===== src/rtl/quant_out_stage.sv =====
// rtl/quant_out_stage.sv - round/saturate MAC results into a small output FIFO
// Optional ReLU clamp of negative results when QOUT_RELU_EN is defined.
module quant_out_stage #(
  parameter int DEPTH = 4
) (
  input  logic        clock,
  input  logic        reset_n,
  input  logic [31:0] acc_in,
  input  logic        acc_last,
  input  logic [3:0]  shift,
  output logic [15:0] out_data,
  output logic        out_valid,
  input  logic        out_ready,
  output logic        fifo_full,
  output logic [7:0]  ovf_cnt,
  output logic        drop_err
);
  localparam int AW = (DEPTH > 1) ? $clog2(DEPTH) : 1;
  localparam logic [AW:0] FULL_CNT = (AW + 1)'(DEPTH);

  logic              s1_vld_q, s1_vld_d;
  logic [31:0]       s1_acc_q, s1_acc_d;
  logic [3:0]        s1_shift_q, s1_shift_d;
  logic [15:0]       mem_q [DEPTH];
  logic [15:0]       mem_d [DEPTH];
  logic [AW-1:0]     wr_ptr_q, wr_ptr_d;
  logic [AW-1:0]     rd_ptr_q, rd_ptr_d;
  logic [AW:0]       cnt_q, cnt_d;
  logic [7:0]        ovf_q, ovf_d;
  logic              drop_q, drop_d;

  logic signed [32:0] acc_ext, rnd, sum, shifted;
  logic [15:0]        res;
  logic               clamp, push, pop, full, wr_en;

  always_comb begin
    s1_vld_d   = acc_last;
    s1_acc_d   = acc_last ? acc_in : s1_acc_q;
    s1_shift_d = acc_last ? shift : s1_shift_q;

    // 33-bit sum cannot overflow: |acc| < 2^31 and the rounding term is <= 2^14
    acc_ext = {s1_acc_q[31], s1_acc_q};
    rnd     = (s1_shift_q == 4'd0) ? '0 : (33'sd1 <<< (s1_shift_q - 4'd1));
    sum     = acc_ext + rnd;
    shifted = sum >>> s1_shift_q;

    clamp = 1'b0;
    if (shifted > 33'sd32767) begin
      res   = 16'h7FFF;
      clamp = 1'b1;
    end else if (shifted < -33'sd32768) begin
      res   = 16'h8000;
      clamp = 1'b1;
    end else begin
      res = shifted[15:0];
    end
`ifdef QOUT_RELU_EN
    if (res[15]) res = 16'h0000;
`else
`endif

    full  = (cnt_q == FULL_CNT);
    pop   = (cnt_q != '0) && out_ready;
    push  = s1_vld_q;
    wr_en = push && (!full || pop);

    mem_d    = mem_q;
    wr_ptr_d = wr_ptr_q;
    rd_ptr_d = rd_ptr_q;
    cnt_d    = cnt_q;
    ovf_d    = ovf_q;
    drop_d   = drop_q;

    if (wr_en) begin
      mem_d[wr_ptr_q] = res;
      wr_ptr_d        = wr_ptr_q + 1'b1;
    end
    if (pop) rd_ptr_d = rd_ptr_q + 1'b1;
    case ({wr_en, pop})
      2'b10:   cnt_d = cnt_q + 1'b1;
      2'b01:   cnt_d = cnt_q - 1'b1;
      default: cnt_d = cnt_q;
    endcase

    if (push && clamp && (ovf_q != 8'hFF)) ovf_d = ovf_q + 8'd1;
    if (push && full && !pop) drop_d = 1'b1;
  end

  always_ff @(posedge clock or negedge reset_n) begin
    if (!reset_n) begin
      s1_vld_q   <= 1'b0;
      s1_acc_q   <= '0;
      s1_shift_q <= '0;
      for (int i = 0; i < DEPTH; i++) mem_q[i] <= '0;
      wr_ptr_q   <= '0;
      rd_ptr_q   <= '0;
      cnt_q      <= '0;
      ovf_q      <= '0;
      drop_q     <= 1'b0;
    end else begin
      s1_vld_q   <= s1_vld_d;
      s1_acc_q   <= s1_acc_d;
      s1_shift_q <= s1_shift_d;
      mem_q      <= mem_d;
      wr_ptr_q   <= wr_ptr_d;
      rd_ptr_q   <= rd_ptr_d;
      cnt_q      <= cnt_d;
      ovf_q      <= ovf_d;
      drop_q     <= drop_d;
    end
  end

  assign out_valid = (cnt_q != '0);
  assign out_data  = out_valid ? mem_q[rd_ptr_q] : 16'h0000;
  assign fifo_full = full;
  assign ovf_cnt   = ovf_q;
  assign drop_err  = drop_q;
endmodule


===== config.mk =====
export PLATFORM = sky130hd
export DESIGN_NAME = quant_out_stage
export DESIGN_NICKNAME = d
export VERILOG_FILES = /design/src/rtl/quant_out_stage.sv
export SDC_FILE = /design/constraint.sdc
export NUM_CORES = 1
export LEC_CHECK = 0
export BUFFER_PORTS_ARGS = -buffer_cell sky130_fd_sc_hd__buf_2
export CORE_UTILIZATION = 50
export DETAILED_ROUTE_END_ITERATION = 6
export MAX_ROUTING_LAYER = met4
export PLACE_DENSITY = 0.68
export SYNTH_ARGS = -nofsm -noshare
export SYNTH_HDL_FRONTEND = slang
export SYNTH_SLANG_ARGS = --single-unit

===== constraint.sdc =====
create_clock -name clock -period 7.3 [get_ports clock]
set_input_delay 0.365 -clock clock [delete_from_list [all_inputs] [get_ports clock]]
set_output_delay 0.365 -clock clock [all_outputs]
set_load 0.02 [all_outputs]

==> results_dict.tcl <==
set metrics [dict create \
    ff2ff_path_depth 18 \
    drv.max_cap_violation_count 0 \
    maxSlewViolCount 0 \
    end_kind "register" \
    dp_hpwl_um 20000 \
    wl_um 27500 \
    ys_seq_elements 117 \
    hold_path.class "in -> async" \
    grt_pass1_vias 8300 \
    portBuffers 66 \
    cts_inserted_buffers 17 \
    die_w_um 138 \
    insertion_delay_ns 0.42 \
    clock_skew_ns 0.0146 \
    wl_per_cell_um 20.6 \
    setup_tns_ns 0 \
    crit_path_frequent_cell "o21ai_0" \
    nFillCells 1701 \
    first_pass_iters 7 \
    worst_setup_path_start_kind "register" \
    synth.most_common_cell "nand2_1" \
    reg2reg_to "mem_q[27]" \
    synth_flop_cell "dfrtp_1" \
    fmax_mhz 155 \
    cts_tree "built" \
    dr_total_vias 8812 \
    setup_violations 0 \
    reg2reg_slack_ns 0.84 \
    yosys.area.top_type "dfrtp_1" \
    syn_to_final_growth_pct 8.38 \
    cts.sinks 117 \
    start_util 0.515 \
    synthArstFlopShare 1.00 \
    die-area_um2 19200 \
    pin_count 67 \
    crit_fanout 15 \
    antenna_found_initial 0 \
    cts_setup_buffers 0 \
    grt_pass1_wl_um 45400 \
    synth-edff-count 0 \
    peakVddDrop_mv 0.166 \
    grt_max_degree 61 \
    period_needed_ns 6.46 \
    drc 8 \
    avgSynthCellArea_um2 8.67 \
    crit_path_cell_trace "nand2_1 > nor3_1 > ha_1 > inv_1 > fa_1 > nand2b_1 > a21oi_1 > o21ai_0 > o22ai_1 > nand3b_1 > a32oi_1 > o211ai_1 > a21oi_2 > o311ai_1 > or4_4 > o31ai_4 > a31oi_1 > o21ai_0" \
    slew_headroom 0.367 \
    drive_gt1_frac 0.192 \
    synth_top_cells_by_area "dfrtp_1 (31%), nand2_1 (5.5%), a21oi_1 (5.2%)" \
    totalPowerFinal_mw 3.26 \
    coreArea_um2 18100 \
    htree_levels 4 \
    synth-seq-area-share 0.314 \
    track_usage 0.308 \
    status "complete, but fails checks" \
    synth_commonest_cells "nand2_1 (136), dfrtp_1 (117), a21oi_1 (97)" \
    cp.arrival_ns 6.77 \
    rows 49 \
    critPathSlowestCell "o31ai_4" \
    syn-num-nets 1138 \
    drt_iter0_drc 1127 \
    ant_nets 0 \
    clock_path_buffers 2 \
    powerDensity_nw_per_um2 323 \
    diodes 0 \
    hold_violations 0 \
    leakage_nw 4.21 \
    cts_hold_buffers 0 \
    critPathKind "reg -> reg" \
    ys_warn_count 0 \
    max_stage_delay_ns 0.72 \
    synth_top_area_share 0.314 \
    violations "DRC" \
    ys_types 93 \
    gp_congestion 1.03 \
    synthCells 1074 \
    root_buffer "clkbuf_16" \
    fin_crit_sh 0.885 \
    fp.dieH_um 138 \
    fin_nets 1158 \
    gr-total-overflow 0 \
    rsz0062_at_grt "false" \
    r2r-start "s1_shift_q[0]" \
    worstMarginPinSlew_ns 0.949 \
    clkTransAtPathRegs_ns 0.06 \
    syn_area_um2 9320 \
    viasPerCell 6.60 \
    ctsResizeCount 0 \
    required_ns 7.61 \
]
cell usage in the layout (no fill, tap or decap), drive strengths merged, types with 4 or more instances in the layout:
| master | n |
|---|---|
| a211o | 6 |
| a211oi | 16 |
| a21boi | 5 |
| a21o | 16 |
| a21oi | 100 |
| a31oi | 19 |
| a32oi | 4 |
| and2 | 25 |
| and3 | 23 |
| and4 | 5 |
| buf | 77 |
| clkbuf | 18 |
| clkinv | 9 |
| dfrtp | 117 |
| ha | 22 |
| inv | 24 |
| mux2 | 43 |
| mux2i | 17 |
| mux4 | 20 |
| nand2 | 136 |
| nand2b | 7 |
| nand3 | 28 |
| nand4 | 28 |
| nor2 | 87 |
| nor2b | 4 |
| nor3 | 15 |
| nor4 | 6 |
| o2111ai | 6 |
| o211ai | 23 |
| o21ai | 74 |
| o221ai | 9 |
| o22ai | 14 |
| or2 | 6 |
| or3 | 6 |
| xnor2 | 21 |
| xor2 | 11 |
worst max-delay path: cells and delay by family, from the launching register on:
family | cells | cell delay [ns]
compound gates | 10 | 3.10
simple gates | 5 | 1.88
flops | 1 | 0.66
fa+ha+maj | 2 | 0.64
buf+inv | 1 | 0.06
metrics by stage:
step           worst slack (ns)   util  cells  hold WS (ns)  cell area (µm²)
2_1_floorplan              1.65      -   1074        0.0694             9320
3_3_place_gp               1.14  0.527   1304         0.435             9540
3_5_place_dp               1.15  0.527   1304         0.444             9540
4_1_cts                    1.10  0.558   1336        0.0607            10100
5_1_grt                   0.522  0.558   1336         0.112            10100
6_report                  0.841  0.558   1336        0.0274            10100
report_power, final:
| group | internal [mW] | switching (mW) | leakage, nW | total, mW |
|---|---|---|---|---|
| registers | 0.874 | 0.191 | 1.35 | 1.06 |
| logic | 0.587 | 0.803 | 2.60 | 1.39 |
| clock network | 0.471 | 0.332 | 0.271 | 0.804 |
layer usage:
metal  global-route usage  wire length [µm]  part of all wire  vias up
met4                0.109               787             0.029        0
met2                0.453             12300              0.45      456
li1                     -                 -                 -     4036
met5                    -                 0                 0        -
met3               0.0475              2190             0.079       70
met1                0.430             12300              0.45     4250
registers in the layout, summed over array words and instances (netlist names):
register    flops
cnt_q           3
drop_err        1
mem_q          64
ovf_cnt         8
push            1
rd_ptr_q        2
s1_acc_q       32
s1_shift_q      4
wr_ptr_q        2
cell families (layout without fill, tap and decap cells):
kind of cell               count (synthesis)  after routing  synth area share
and+or+nand+nor                          389            389             0.205
AOI/OAI and AO/OA                        332            332             0.234
adders and majority gates                 24             24            0.0338
xor gates and xnor gates                  32             32            0.0301
buffers and inverters                     99            132            0.0626
DFF                                      117            117             0.314
other                                      1              1          0.000403
muxes                                     80             80             0.119
layout make-up:
type,count,area (µm²),area share
Multi-Input combinational cell,858,5810,0.575
Sequential cell,117,2930,0.290
Clock buffer,18,429,0.0425
Timing Repair Buffer,77,415,0.0411
Tap cell,229,287,0.0284
Clock inverter,14,130,0.0129
Inverter,23,100,0.00991
how the worst max path moves through the flow:
stage / from / slack, ns / end
floorplan: s1_shift_q[2] / 1.65 / ovf_cnt[1]
global placement: s1_shift_q[0] / 1.14 / mem_q[38]
detailed placement: s1_shift_q[0] / 1.15 / mem_q[27]
CTS: s1_shift_q[0] / 1.10 / mem_q[27]
global route: s1_shift_q[0] / 0.52 / mem_q[11]
finish: s1_shift_q[0] / 0.84 / mem_q[27]
Note: power is estimated with default switching activity, not from simulation.
